--- config.mk ---
export PLATFORM = sky130hd
export DESIGN_NAME = imem_loader_flat
export DESIGN_NICKNAME = d
export VERILOG_FILES = /design/src/rtl/imem_loader_if.sv /design/src/rtl/imem_loader.sv /design/src/flat_wrapper.sv
export SDC_FILE = /design/constraint.sdc
export NUM_CORES = 1
export LEC_CHECK = 0
export ABC_AREA = 1
export CORE_MARGIN = 10
export CORE_UTILIZATION = 45
export CTS_CLUSTER_SIZE = 10
export DETAILED_ROUTE_END_ITERATION = 10
export PLACE_DENSITY = 0.68
export SLEW_MARGIN = 5
export SYNTH_ARGS = -nofsm -noshare
export SYNTH_HDL_FRONTEND = slang
export SYNTH_SLANG_ARGS = --single-unit
--- constraint.sdc ---
create_clock -name clk_i -period 1.95 [get_ports clk_i]
set_input_delay 0.195 -clock clk_i [delete_from_list [all_inputs] [get_ports clk_i]]
set_output_delay 0.195 -clock clk_i [all_outputs]
set_load 0.1 [all_outputs]
--- src/rtl/imem_loader_if.sv ---
// rtl/imem_loader_if.sv - byte stream input and instruction-memory write port bundle
interface imem_loader_if #(
  parameter int ADDR_W = 6,
  parameter int DATA_W = 32
) ();
  logic [7:0]        byte_i;
  logic              byte_valid_i;
  logic              byte_ready_o;
  logic              wr_en_o;
  logic [ADDR_W-1:0] wr_addr_o;
  logic [DATA_W-1:0] wr_data_o;

  // byte source and memory side
  modport master (
    output byte_i, byte_valid_i,
    input  byte_ready_o, wr_en_o, wr_addr_o, wr_data_o
  );

  // loader side
  modport slave (
    input  byte_i, byte_valid_i,
    output byte_ready_o, wr_en_o, wr_addr_o, wr_data_o
  );
endinterface

--- src/rtl/imem_loader.sv ---
// rtl/imem_loader.sv - boot loader writing instruction memory from a checksummed byte stream
module imem_loader #(
  parameter int ADDR_W = 6,
  parameter int DATA_W = 32
) (
  input  logic         clk_i,
  input  logic         rst_i,
  imem_loader_if.slave bus,
  output logic         cpu_rst_no,
  output logic         done_o,
  output logic         err_o
);

  typedef enum logic [2:0] {S_HDR, S_DATA, S_CHK, S_DONE, S_ERR} state_t;

  state_t              r_state;
  state_t              w_state_nxt;

  logic                r_ready;
  logic                r_done;
  logic                r_err;
  logic                r_cpu_rst_n;
  logic                r_wr_en;
  logic [ADDR_W-1:0]   r_wr_addr;
  logic [DATA_W-1:0]   r_wr_data;

  logic [ADDR_W-1:0]   r_hdr;
  logic [ADDR_W-1:0]   r_word_cnt;
  logic [1:0]          r_byte_cnt;
  logic [7:0]          r_xor;
  logic [DATA_W-9:0]   r_shift;

  logic                w_acc;
  logic                w_hdr_big;
  logic                w_last_byte;
  logic                w_last_word;
  logic                w_ready_nxt;
  logic                w_done_nxt;
  logic                w_err_nxt;
  logic                w_cpu_rst_n_nxt;
  logic                w_wr_en_nxt;

  assign w_acc       = bus.byte_valid_i & r_ready;
  // any header bit at or above ADDR_W means more words than the memory holds
  assign w_hdr_big   = ((32'(bus.byte_i) >> ADDR_W) != 32'd0);
  assign w_last_byte = (r_byte_cnt == 2'd3);
  assign w_last_word = (r_word_cnt == r_hdr);

  // state register
  always_ff @(posedge clk_i) begin
    if (rst_i) r_state <= S_HDR;
    else       r_state <= w_state_nxt;
  end

  // next-state decode; DONE and ERR only leave through reset
  always_comb begin
    w_state_nxt = r_state;
    case (r_state)
      S_HDR:   if (w_acc) w_state_nxt = w_hdr_big ? S_ERR : S_DATA;
      S_DATA:  if (w_acc && w_last_byte && w_last_word) w_state_nxt = S_CHK;
      S_CHK:   if (w_acc) w_state_nxt = (bus.byte_i == r_xor) ? S_DONE : S_ERR;
      default: w_state_nxt = r_state;
    endcase
  end

  // output decode from the next state so the registered outputs track the state
  always_comb begin
    w_ready_nxt     = (w_state_nxt == S_HDR) || (w_state_nxt == S_DATA) || (w_state_nxt == S_CHK);
    w_done_nxt      = (w_state_nxt == S_DONE);
    w_err_nxt       = (w_state_nxt == S_ERR);
    w_cpu_rst_n_nxt = (w_state_nxt == S_DONE);
    w_wr_en_nxt     = (r_state == S_DATA) && w_acc && w_last_byte;
  end

  // registered status and write strobe
  always_ff @(posedge clk_i) begin
    if (rst_i) begin
      r_ready     <= 1'b1;
      r_done      <= 1'b0;
      r_err       <= 1'b0;
      r_cpu_rst_n <= 1'b0;
      r_wr_en     <= 1'b0;
    end else begin
      r_ready     <= w_ready_nxt;
      r_done      <= w_done_nxt;
      r_err       <= w_err_nxt;
      r_cpu_rst_n <= w_cpu_rst_n_nxt;
      r_wr_en     <= w_wr_en_nxt;
    end
  end

  // header capture, word assembly, checksum accumulation and write address/data
  always_ff @(posedge clk_i) begin
    if (rst_i) begin
      r_hdr      <= '0;
      r_word_cnt <= '0;
      r_byte_cnt <= '0;
      r_xor      <= '0;
      r_shift    <= '0;
      r_wr_addr  <= '0;
      r_wr_data  <= '0;
    end else if (w_acc && (r_state == S_HDR)) begin
      r_hdr      <= bus.byte_i[ADDR_W-1:0];
      r_word_cnt <= '0;
      r_byte_cnt <= '0;
      r_xor      <= '0;
    end else if (w_acc && (r_state == S_DATA)) begin
      r_xor      <= r_xor ^ bus.byte_i;
      r_byte_cnt <= r_byte_cnt + 2'd1;
      if (w_last_byte) begin
        r_wr_addr  <= r_word_cnt;
        r_wr_data  <= {bus.byte_i, r_shift};
        r_word_cnt <= r_word_cnt + 1'b1;
      end else begin
        r_shift[{r_byte_cnt, 3'b000} +: 8] <= bus.byte_i;
      end
    end
  end

  assign bus.byte_ready_o = r_ready;
  assign bus.wr_en_o      = r_wr_en;
  assign bus.wr_addr_o    = r_wr_addr;
  assign bus.wr_data_o    = r_wr_data;
  assign cpu_rst_no       = r_cpu_rst_n;
  assign done_o           = r_done;
  assign err_o            = r_err;

endmodule

--- src/flat_wrapper.sv ---
// flat-port wrapper written by rule: the top's interface ports become plain ports
module imem_loader_flat 
#(
  parameter int ADDR_W = 6,
  parameter int DATA_W = 32
)
  (clk_i, rst_i, cpu_rst_no, done_o, err_o, bus_byte_i, bus_byte_valid_i, bus_byte_ready_o, bus_wr_en_o, bus_wr_addr_o, bus_wr_data_o);
  imem_loader_if #(.ADDR_W(ADDR_W), .DATA_W(DATA_W)) bus_i ();
  input  logic clk_i;
  input  logic rst_i;
  output logic cpu_rst_no;
  output logic done_o;
  output logic err_o;
  input wire logic [$bits(bus_i.byte_i)-1:0] bus_byte_i;
  input wire logic [$bits(bus_i.byte_valid_i)-1:0] bus_byte_valid_i;
  output wire logic [$bits(bus_i.byte_ready_o)-1:0] bus_byte_ready_o;
  output wire logic [$bits(bus_i.wr_en_o)-1:0] bus_wr_en_o;
  output wire logic [$bits(bus_i.wr_addr_o)-1:0] bus_wr_addr_o;
  output wire logic [$bits(bus_i.wr_data_o)-1:0] bus_wr_data_o;
  assign bus_i.byte_i = bus_byte_i;
  assign bus_i.byte_valid_i = bus_byte_valid_i;
  assign bus_byte_ready_o = bus_i.byte_ready_o;
  assign bus_wr_en_o = bus_i.wr_en_o;
  assign bus_wr_addr_o = bus_i.wr_addr_o;
  assign bus_wr_data_o = bus_i.wr_data_o;
  imem_loader #(.ADDR_W(ADDR_W), .DATA_W(DATA_W)) u_core (.clk_i(clk_i), .rst_i(rst_i), .bus(bus_i), .cpu_rst_no(cpu_rst_no), .done_o(done_o), .err_o(err_o));
endmodule
Word level (Yosys, flattened, before mapping)
Cells that the tools add are included.

storage, ports and cells
  register bits after elaboration = 91
  output and inout bits = 43
  logic and storage cells = 51

cells by class
  add/sub/neg operators = 3
  eq/ne operators = 9
  shift operators = 2
  muxes and demuxes = 7
  bitwise gates (word level) = 4
  reduce and logical (&&, ||, !) cells = 14

operator list
  operator                                                                count
  32-bit nonzero test                                                     1
  24-bit bitwise mux                                                      1
  8-bit by 7-bit variable shift with 24-bit output, first input constant  1
  8-bit by 7-bit indexed part select with 24-bit output                   1
  3-bit 2-to-1 mux                                                        5
  3-bit by 2-bit == test with 1-bit output, second input constant         3
  3-bit case mux with 3 select lines                                      1
  8-bit == test                                                           1
  8-bit XOR                                                               1
  5-bit negator with 7-bit output                                         1
  6-bit by 1-bit adder with 6-bit output, second input constant           1
  3-bit by 1-bit == test with 1-bit output, second input constant         2
  6-bit == test                                                           1
  3-bit logical NOT                                                       2
  3-bit AND reduction                                                     2
  1-bit logical AND                                                       5
  3-bit == test, second input constant                                    1
  2-bit by 1-bit adder with 2-bit output, second input constant           1
  2-bit == test, second input constant                                    1
  1-bit logical OR                                                        2
  1-bit NOT                                                               2
  2-bit AND reduction                                                     1
  2-bit OR reduction                                                      1
  1-bit bitwise AND                                                       1

Depth between registers and ports, before layout
Gate-level depths: netlist (run 1).

  depth in word-level cells = 8
  depth in mapped cells = 11
  mapped depth without buffers = 11

Worst setup path after synthesis (run 1)
Ideal clock, no wire load.

  path kind = register to register
  start = reg u_core.r_ready, in the netlist u_core.bus.byte_ready_o
  end = reg u_core.r_shift[14]
  arrival time = 1976 ps
  required time = 1831 ps
  path slack = -145 ps
  stages on the path, launching flop included = 9
  clock period less this slack = 2095 ps
  path through = dfxtp_1 > nand2_1 > inv_1 > nand2_4 > clkinv_2 > nand3_2 > buf_2 > o21ai_0 > a21oi_1

between the ends
  longest elaborated chain between the ends = 4
  elaborated cells on any way between the ends = 5

RTL lines
  element                          RTL line            RTL
  start: declaration               imem_loader.sv:19   logic r_ready;
  start signal: assignment         imem_loader.sv:84   r_ready <= w_ready_nxt;
  1-bit bitwise AND *              imem_loader.sv:43   assign w_acc = bus.byte_valid_i & r_ready;
  1-bit logical AND                imem_loader.sv:102  end else if (w_acc && (r_state == S_HDR)) begin
  1-bit NOT (no line)              n/a
  3-bit AND reduction (no line) *  n/a
  end signal: indexed assignment   imem_loader.sv:115  r_shift[{r_byte_cnt, 3'b000} +: 8] <= bus.byte_i;
  end: declaration                 imem_loader.sv:31   logic [DATA_W-9:0] r_shift;

Mark *: on every way between the ends. The rest lies on a longest branch, timed or not.
A chain may end at the register's enable or synchronous reset.

Worst setup path after layout (run 1)
  start = reg u_core.r_byte_cnt[0]
  end = reg u_core.r_shift[10]

between the ends
  longest elaborated chain between the ends = 3
  elaborated cells on any way between the ends = 7

RTL lines
  element                                                                        RTL line                               RTL
  start: declaration                                                             imem_loader.sv:29                      logic [1:0] r_byte_cnt;
  start signal: assignment                                                       imem_loader.sv:109                     r_byte_cnt <= r_byte_cnt + 2'd1;
  5-bit negator with 7-bit output / 2-bit == test (equally long branches)        imem_loader.sv:115, imem_loader.sv:46
  8-bit by 7-bit indexed part select with 24-bit output (tied with other cells)  imem_loader.sv:115
  24-bit bitwise mux / 3-bit AND reduction (equally long branches)               n/a

Several ways; a longest one is shown, not always the timed one.

==> results of run 1 <==
[worst paths after layout]
| path | slack [ns] | from | to |
|---|---|---|---|
| max | 0.28 | u_core.r_byte_cnt[0] | u_core.r_shift[10] |
| min reg2reg | 0.44 | u_core.r_shift[9] | u_core.bus.wr_data_o[9] |
| min | 0.44 | u_core.r_shift[9] | u_core.bus.wr_data_o[9] |
| max reg2reg | 0.28 | u_core.r_byte_cnt[0] | u_core.r_shift[10] |
[cell usage in the layout (no fill, tap or decap), types with 2 or more instances in the layout]
cell,count
inv_6,2
clkdlybuf4s50_1,10
nand3_1,6
nor2_1,47
clkinv_4,2
inv_2,2
nand2_1,70
ha_1,6
o21ai_0,73
clkbuf_8,9
buf_12,2
a21oi_1,74
clkinv_2,3
xnor2_1,4
o21ai_1,4
nor3_1,3
nor3b_1,2
inv_1,56
nand3b_1,5
dfxtp_1,90
nand3_2,3
buf_4,62
[flip-flops by register name, summed over array words and instances, names as in the netlist]
signal / flops
u_core.bus.wr_data_o: 32
u_core.r_shift: 24
u_core.r_xor: 8
u_core.bus.wr_addr_o: 6
u_core.r_hdr: 6
u_core.r_word_cnt: 6
u_core.r_state: 3
u_core.r_byte_cnt: 2
u_core.bus.byte_ready_o: 1
u_core.bus.wr_en_o: 1
u_core.done_o: 1
u_core.err_o: 1
[stage by stage]
stage	setup WS (ns)	TNS (ns)
6_report	0.279	0
5_1_grt	0.142	0
4_1_cts	0.295	0
3_5_place_dp	-0.00505	-0.00505
3_3_place_gp	0.0660	0
2_1_floorplan	0.185	0
[metal layers]
metal	global-route usage, %	wire, um
met5	0	0
met4	3.39	85
met3	6.11	662
met2	22.2	3950
met1	16.7	3880
[kinds of logic (layout without fill, tap and decap cells)]
| kind of cell | Yosys count | count (layout) | share of synthesized area (%) |
|---|---|---|---|
| AO/OA/AOI/OAI | 155 | 155 | 21.2 |
| XOR/XNOR | 4 | 4 | 0.945 |
| buffers and inverters | 82 | 150 | 9.08 |
| flip-flops | 91 | 91 | 49.1 |
| AND/OR/NAND/NOR | 144 | 144 | 17.7 |
| adder cells (fa/ha/maj) | 6 | 6 | 2.02 |
[final cells by class]
type                            instances  area [um2]
Fill cell                             753        3620
Inverter                               60         226
Timing Repair Buffer                   74         606
Clock buffer                            9         124
Tap cell                              105         131
Multi-Input combinational cell        309        1550
Sequential cell                        91        1820
Clock inverter                          7        52.6
[critical path, cell delays in order, from the launching register on]
cell	delay, ns
dfxtp_1	0.42
inv_1	0.15
ha_1	0.37
nand2_1	0.21
nor2_1	0.08
o21ai_0	0.26
a21oi_1	0.07
[where the power goes]
part           leakage (uW)  internal (uW)  switching (uW)
clock network     0.0000900            472             696
logic               0.00108            152             303
registers          0.000735           1910            35.2
==> flow_metrics.env, run 1 <==
export IMPL_outcome="complete, no violations"
export IMPL_cts_repair_resize_count=0
export IMPL_hold_path_class="flip-flop to flip-flop"
export IMPL_antenna_diode_count=0
export IMPL_clock_tree_root_cell="clkbuf_8"
export IMPL_clk_path_buf_depth=2
export IMPL_vdd_drop_max_uv=450
export IMPL_post_place_cells=639
export IMPL_post_synth_num_cell_types=33
export IMPL_fp_dieH_um=111
export IMPL_synth_cells_most_frequent="91 x dfxtp_1, 74 x a21oi_1, 73 x o21ai_0"
export IMPL_ioPinCount=54
export IMPL_grt_setup_unrepaired="false"
export IMPL_postSynthCellCount=482
export IMPL_synth_seq_area_share_pct=49.1
export IMPL_postSynthNetCount=499
export IMPL_floorplan_die_area_um2=12300
export IMPL_grt_overflow_total=0
export IMPL_postCtsSetupRepairBufs=0
export IMPL_detailroute_via_count=3254
export IMPL_hold_path_cell_cnt=2
export IMPL_tritoncts_clock_tree="yes"
export IMPL_initial_core_util_pct=45.6
export IMPL_cts_hold_buffers_added=0
export IMPL_power_per_cell_area_nw_per_um2=791
export IMPL_synth_top_cell_area_share_pct=49.1
export IMPL_crit_path_end_kind="flip-flop"
export IMPL_final_layout_size_suffix_gt1_share_pct=17.1
export IMPL_core_region_area_um2=8130
export IMPL_drt_first_iter_violations=193
export IMPL_grt_max_degree=61
export IMPL_first_pass_grt_wire_length_um=14300
export IMPL_worst_r2r_cell_count=6
export IMPL_critPathArrivalTime_ns=1.93
export IMPL_min_period_ns=1.67
export IMPL_syn_avg_cell_area_um2=7.69
export IMPL_final_period_utilization_pct=85.7
export IMPL_cts_buffers_inserted=9
export IMPL_syn2layout_area_growth_pct=21.7
export IMPL_final_max_slew_viol_count=0
export IMPL_power_leakage_uw=0.00190
export IMPL_grt_antenna_before_repair=0
export IMPL_first_global_vias=3036
export IMPL_finalPower_uw=3570
export IMPL_slew_headroom_pct=75.3
export IMPL_drtAntennaViolNets=0
export IMPL_post_drt_wl_per_cell_um=13.1
export IMPL_synth_ff_type="dfxtp_1"
export IMPL_ctsHtreeMaxLevel=3
export IMPL_number_of_enable_type_register_cells_in_the_synthesized_netlist=0
export IMPL_fmax_mhz=598
export IMPL_cap_violations=0
export IMPL_timing_worst_setup_path_type="flip-flop to flip-flop"
export IMPL_final_hpwl_dp_um=6400
export IMPL_via_per_inst=4.97
export IMPL_cts_sinks=91
export IMPL_placement_rows=33
export IMPL_async_flop_share_pct=0
export IMPL_insertion_delay_ns=0.37
export IMPL_drc_errors=0
export IMPL_grt_use_total_pct=13.9
export IMPL_netlist_top_cells_area="dfxtp_1 49%, a21oi_1 10%, o21ai_0 9.9%"
export IMPL_firstDrtPassIters=5
export IMPL_design_final_nets=562
export IMPL_most_numerous_cell_in_the_yosys_netlist="dfxtp_1"
export IMPL_synth_warnings=0
export IMPL_netlist_area_um2=3710
export IMPL_finalHoldWorstSlack_ns=0.442
export IMPL_stdcell_count=655
export IMPL_final_setup_skew_ns=0.0137
export IMPL_numPortBuffers=53
export IMPL_die_width_um=111
export IMPL_tightest_slew_ns=0.368
export IMPL_timing_critical_path_required_ns=2.21
export IMPL_design_area_um2=4510
export IMPL_cp_start_kind="flip-flop"
export IMPL_ys_seq_elements=91
export IMPL_gp_routability_congestion=0.916
export IMPL_placed_inst_area_um2=4340
export IMPL_setup_viol_count_final=0
export IMPL_post_synthesis_cell_type_with_the_largest_combined_area="dfxtp_1"
export IMPL_critical_path_max_fanout=8
export IMPL_finalHoldViolations=0
export IMPL_totalWireLength_um=8580
export IMPL_path_clk_slew_ns=0.10
export IMPL_post_route_util_pct=55.5
(Power assumes the default switching activity.)
==> run 2, diff against run 1 <==
--- a/config.mk
+++ b/config.mk
@@ -10,7 +10,7 @@
 export CORE_UTILIZATION = 45
 export CTS_CLUSTER_SIZE = 10
 export DETAILED_ROUTE_END_ITERATION = 10
-export PLACE_DENSITY = 0.68
+export PLACE_DENSITY = 0.76
 export SLEW_MARGIN = 5
 export SYNTH_ARGS = -nofsm -noshare
 export SYNTH_HDL_FRONTEND = slang
==> run 2 against run 1 <==
Effect of this change: maximum frequency is 0.85% lower; critical path type unchanged; sequential power about the same; combinational power barely moved; hold slack gained 0.014 ns; global-route usage grew 0.46 points; clock power increased by 19%.
==> flow_metrics.env, run 2 (synthesis results as in run 1) <==
export IMPL_outcome="complete, no violations"
export IMPL_power_per_cell_area_nw_per_um2=837
export IMPL_via_per_inst=5.02
export IMPL_power_clock_fraction_pct=36.6
export IMPL_min_period_ns=1.69
export IMPL_critical_path_n_buffers_inverters=1
export IMPL_vdd_drop_max_uv=369
export IMPL_power_leakage_uw=0.00192
export IMPL_pre_cts_slack_ns=0.0350
export IMPL_cap_violations=0
export IMPL_mostFrequentLayoutCell="dfxtp_1"
export IMPL_critical_path_max_fanout=8
export IMPL_layout_common_cells="90 x dfxtp_1, 74 x a21oi_1, 73 x o21ai_0"
export IMPL_power_switching_fraction_pct=25.0
export IMPL_num_fill_cells=763
export IMPL_core_region_area_um2=8130
export IMPL_insertion_delay_ns=0.35
export IMPL_critical_path_max_stage_delay_ns=0.43
export IMPL_finalHoldViolations=0
export IMPL_drc_errors=0
export IMPL_path_clk_slew_ns=0.08
export IMPL_ioPinCount=54
export IMPL_placement_rows=33
export IMPL_gp_routability_congestion=0.922
export IMPL_initial_core_util_pct=45.6
export IMPL_cts_sinks=91
export IMPL_setup_ws_post_layout_ns=0.265
export IMPL_largest_register_ffs=32
export IMPL_clock_tree_root_cell="clkbuf_8"
export IMPL_setup_viol_count_final=0
export IMPL_p_switching_uw=951
export IMPL_hold_path_class="flip-flop to flip-flop"
export IMPL_drtAntennaViolNets=0
export IMPL_grt_use_total_pct=14.4
export IMPL_ctsHtreeMaxLevel=3
export IMPL_firstDrtPassIters=4
export IMPL_clk_path_buf_depth=2
export IMPL_cts_hold_buffers_added=0
export IMPL_final_period_utilization_pct=86.4
export IMPL_tritoncts_clock_tree="yes"
export IMPL_timing_critical_path_required_ns=2.19
export IMPL_fmax_mhz=593
export IMPL_cp_start_kind="flip-flop"
export IMPL_crit_path_end_kind="flip-flop"
export IMPL_crit_family="flip-flops"
export IMPL_die_width_um=111
export IMPL_cts_buffers_inserted=9
export IMPL_critical_path_slowest_cell="dfxtp_1"
export IMPL_first_pass_grt_wire_length_um=14900
export IMPL_grt_overflow_total=0
export IMPL_first_global_vias=3102
export IMPL_drt_first_iter_violations=214
export IMPL_slew_headroom_pct=70.8
export IMPL_grt_antenna_before_repair=0
export IMPL_final_layout_size_suffix_gt1_share_pct=16.8
export IMPL_floorplan_die_area_um2=12300
export IMPL_final_hpwl_dp_um=6630
export IMPL_power_report_internal_total_uw=2850
export IMPL_numPortBuffers=53
export IMPL_totalWireLength_um=8910
export IMPL_final_max_slew_viol_count=0
export IMPL_final_setup_skew_ns=0.00528
export IMPL_crit_path_cell_trace="inv_1 -> ha_1 -> nand2_1 -> nor2_1 -> o21ai_0 -> a21oi_1"
export IMPL_timing_worst_setup_path_type="flip-flop to flip-flop"
export IMPL_grt_max_degree=56
export IMPL_post_drt_wl_per_cell_um=13.6
export IMPL_comb_power_share_pct=12.0
export IMPL_detailroute_via_count=3283
export IMPL_fp_dieH_um=111
export IMPL_cts_repair_resize_count=0
export IMPL_antenna_diode_count=0
export IMPL_seqPwrFrac_pct=51.4
export IMPL_grt_setup_unrepaired="false"
export IMPL_setup_tns_final_ns=0
export IMPL_tightest_slew_ns=0.438
export IMPL_critPathArrivalTime_ns=1.92
export IMPL_syn2layout_area_growth_pct=22.3
export IMPL_postCtsSetupRepairBufs=0
export IMPL_design_final_nets=563
## run 2: cell count changes in the layout (fill, tap and decap cells not counted), sizes merged
| cell | change |
|---|---|
| inv | -2 |
| clkinv | -4 |
| clkbuf | +3 |
| bufinv | +2 |
| clkinvlp | -1 |
| buf | +1 |
## run 2: worst paths after layout
kind / startpoint / to / slack [ns] / depth (start not counted)
worst max-delay path: u_core.r_byte_cnt[0] / u_core.r_shift[9] / 0.26 / 6
worst min-delay path: u_core.r_shift[15] / u_core.r_shift[15] / 0.46 / 2
worst max register to register: u_core.r_byte_cnt[0] / u_core.r_shift[9] / 0.26 / 6
worst min register to register: u_core.r_shift[15] / u_core.r_shift[15] / 0.46 / 2
## run 2: cell type report
type	instances	area (um2)	area share, %
clock buffers	12	155	3.42
inverters	60	226	4.99
multi-input cells	309	1550	34.2
flip-flops and latches	91	1820	40.2
repair buffers	75	588	13.0
clock inverters	2	60.1	1.32
well taps	105	131	2.90
## run 2: power groups by stage
stage | combinational, uW | sequential [uW] | clock [uW]
6_report | 457 | 1950 | 1390
2_1_floorplan | 267 | 2030 | 0
4_1_cts | 457 | 1950 | 1410
3_5_place_dp | 455 | 1990 | 0
3_3_place_gp | 445 | 1990 | 0
5_1_grt | 514 | 1960 | 1490
## run 2: per-layer routing
metal / vias to the layer above / share of wire [%] / track usage (%) / wire length (um)
met4: 0 / 1.9 / 6.08 / 173
met2: 78 / 47 / 23.5 / 4220
met3: 14 / 6.3 / 4.17 / 562
met1: 1493 / 44 / 17.1 / 3950
met5: - / 0 / 0 / 0
li1: 1698 / - / - / -
## run 2: worst reg2reg max path: cells and delay by family (launching register included)
family | cells | cell delay [ns]
simple gates | 2 | 0.31
compound gates | 2 | 0.31
fa+ha+maj | 1 | 0.37
buf+inv | 1 | 0.16
flops | 1 | 0.43
## run 2: per-stage QoR
stage / util [%] / cell area [um2] / instances / hold WS (ns) / total power, uW
5_1_grt: 55.7 / 4530 / 654 / 0.468 / 3960
4_1_cts: 55.7 / 4530 / 654 / 0.455 / 3810
3_3_place_gp: 53.1 / 4320 / 640 / 0.446 / 2440
6_report: 55.7 / 4530 / 654 / 0.456 / 3800
2_1_floorplan: - / 3710 / 482 / 0.343 / 2300
3_5_place_dp: 53.1 / 4320 / 640 / 0.444 / 2450
==> run 3, diff against run 2 <==
--- a/config.mk
+++ b/config.mk
@@ -7,11 +7,13 @@
 export LEC_CHECK = 0
 export ABC_AREA = 1
 export CORE_MARGIN = 10
-export CORE_UTILIZATION = 45
+export CORE_UTILIZATION = 54
 export CTS_CLUSTER_SIZE = 10
 export DETAILED_ROUTE_END_ITERATION = 10
-export PLACE_DENSITY = 0.76
+export GPL_TIMING_DRIVEN = 0
+export PLACE_DENSITY = 0.87
 export SLEW_MARGIN = 5
 export SYNTH_ARGS = -nofsm -noshare
 export SYNTH_HDL_FRONTEND = slang
 export SYNTH_SLANG_ARGS = --single-unit
+export TNS_END_PERCENT = 20
==> run 3 against run 2 <==
Effect of this change: sequential power is essentially flat; global-route usage grew 3.5 points; critical path type is now flip-flop to primary output; non-clock buffer count is 1 lower; sequential cell count did not move; hold slack got worse by 0.33 ns; largest power group unchanged; worst setup slack got worse by 0.13 ns.
==> flow_metrics.env, run 3 (synthesis results as in run 1) <==
export IMPL_floorplan_die_area_um2=10600
export IMPL_power_leakage_uw=0.00199
export IMPL_fp_dieH_um=103
export IMPL_worstHoldStart="rst_i"
export IMPL_slew_headroom_pct=34.3
export IMPL_totalWireLength_um=9110
export IMPL_finalHoldViolations=0
export IMPL_cts_sinks=91
export IMPL_pre_cts_slack_ns=-0.0445
export IMPL_antenna_diode_count=0
export IMPL_post_drt_wl_per_cell_um=14.5
export IMPL_first_pass_grt_wire_length_um=15000
export IMPL_critical_path_max_fanout=2
export IMPL_power_per_cell_area_nw_per_um2=828
export IMPL_grt_setup_unrepaired="false"
export IMPL_crit_path_end_kind="primary output"
export IMPL_syn2layout_area_growth_pct=21.1
export IMPL_cap_violations=0
export IMPL_grt_use_total_pct=17.8
export IMPL_min_period_ns=1.82
export IMPL_detailroute_via_count=3393
export IMPL_drtAntennaViolNets=0
export IMPL_final_setup_skew_ns=0.0105
export IMPL_timing_critical_path_required_ns=1.75
export IMPL_stdcell_count=630
export IMPL_grt_antenna_before_repair=0
export IMPL_setup_ws_post_layout_ns=0.130
export IMPL_crit_path_end="done_o"
export IMPL_outcome="complete, no violations"
export IMPL_core_region_area_um2=6720
export IMPL_timing_worst_setup_path_type="flip-flop to primary output"
export IMPL_initial_core_util_pct=55.2
export IMPL_fmax_mhz=550
export IMPL_critical_path_n_buffers_inverters=2
export IMPL_critical_path_slowest_cell="dlygate4sd2_1"
export IMPL_mostFrequentLayoutCell="dfxtp_1"
export IMPL_final_max_slew_viol_count=0
export IMPL_design_area_um2=4490
export IMPL_worst_r2r_cell_count=8
export IMPL_hold_path_class="primary input to flip-flop"
export IMPL_tightest_slew_ns=0.990
export IMPL_gp_routability_congestion=0.962
export IMPL_cts_hold_buffers_added=0
export IMPL_drt_first_iter_violations=196
export IMPL_regToRegEndpoint="u_core.r_word_cnt[4]"
export IMPL_placed_inst_area_um2=4330
export IMPL_via_per_inst=5.39
export IMPL_placement_rows=30
export IMPL_crit_family="buffers and inverters"
export IMPL_first_global_vias=3223
export IMPL_reg2reg_setup_slack_ns=0.23
export IMPL_num_fill_cells=567
export IMPL_cts_buffers_inserted=9
export IMPL_design_final_nets=562
export IMPL_ioPinCount=54
export IMPL_final_period_utilization_pct=93.3
export IMPL_die_width_um=103
export IMPL_firstDrtPassIters=5
export IMPL_path_clk_slew_ns=0.09
export IMPL_grt_overflow_total=0
export IMPL_final_layout_size_suffix_gt1_share_pct=8.18
export IMPL_clk_path_buf_depth=2
export IMPL_post_place_cells=614
export IMPL_insertion_delay_ns=0.36
export IMPL_worstSetupStartpoint="u_core.done_o"
export IMPL_critical_path_max_stage_delay_ns=0.84
export IMPL_ctsHtreeMaxLevel=3
export IMPL_setup_tns_final_ns=0
export IMPL_numPortBuffers=52
export IMPL_crit_path_cell_trace="buf_4 -> dlygate4sd2_1"
export IMPL_cp_start_kind="flip-flop"
export IMPL_r2r_start="u_core.r_byte_cnt[0]"
export IMPL_final_hpwl_dp_um=6780
export IMPL_layout_common_cells="90 x dfxtp_1, 74 x a21oi_1, 73 x o21ai_0"
export IMPL_vdd_drop_max_uv=487
export IMPL_critPathArrivalTime_ns=1.62
export IMPL_drc_errors=0
export IMPL_clock_tree_root_cell="clkbuf_8"
export IMPL_timing_critical_path_depth=2
export IMPL_largest_register_ffs=32
export IMPL_setup_viol_count_final=0
export IMPL_grt_max_degree=16
export IMPL_tritoncts_clock_tree="yes"
## run 3: area by class of cell
| class | instances | area [um2] | share of cell area [%] |
|---|---|---|---|
| Clock inverter | 5 | 61.3 | 1.37 |
| Buffer | 22 | 110 | 2.45 |
| Timing Repair Buffer | 52 | 467 | 10.4 |
| Tap cell | 80 | 100 | 2.23 |
| Clock buffer | 11 | 151 | 3.37 |
| Inverter | 60 | 226 | 5.04 |
| Multi-Input combinational cell | 309 | 1550 | 34.5 |
| Sequential cell | 91 | 1820 | 40.6 |
## run 3: report_power, final
group	internal [uW]	switching, uW	total, uW
combinational	128	309	437
clock	664	665	1330
sequential	1910	36.5	1950
## run 3: worst reg2reg max path, cell delays in order, from the launching register on
cell	delay, ns
dfxtp_1	0.43
ha_1	0.22
inv_1	0.16
nor2_8	0.24
inv_2	0.08
nor3_2	0.18
nand2_1	0.11
o21ai_1	0.15
a21oi_1	0.05
## run 3: metrics by stage
step           hold WS, ns  total power [uW]  util, %
2_1_floorplan        0.343              2300        -
3_3_place_gp         0.441              2410     64.5
3_5_place_dp         0.446              2420     64.5
4_1_cts              0.124              3720     66.8
5_1_grt              0.144              3850     66.8
6_report             0.124              3720     66.8
## run 3: worst min-delay path by stage
stage,endpoint,slack (ns),cells past startpoint
after floorplan,u_core.bus.wr_data_o[24],0.34,2
after global placement,u_core.r_shift[14],0.44,2
after detailed placement,u_core.r_shift[15],0.45,2
after CTS,u_core.r_shift[0],0.12,2
after global routing,u_core.r_shift[3],0.14,2
final,u_core.r_shift[6],0.12,2
## run 3: metal layers
metal	share of wire (%)	wire length (um)	vias to the layer above	global-route usage, %
met1	44	3980	1552	21.5
met2	48	4330	120	30.1
met5	0	0	-	0
met4	2.2	201	0	7.49
li1	-	-	1700	-
met3	6.5	591	21	3.82
## run 3: timing repair
item	4_1_cts	5_1_grt
buffers inserted	0	0
endpoints found under the hold margin	0	0
resized for setup	43	0
endpoints found under the setup margin	43	0
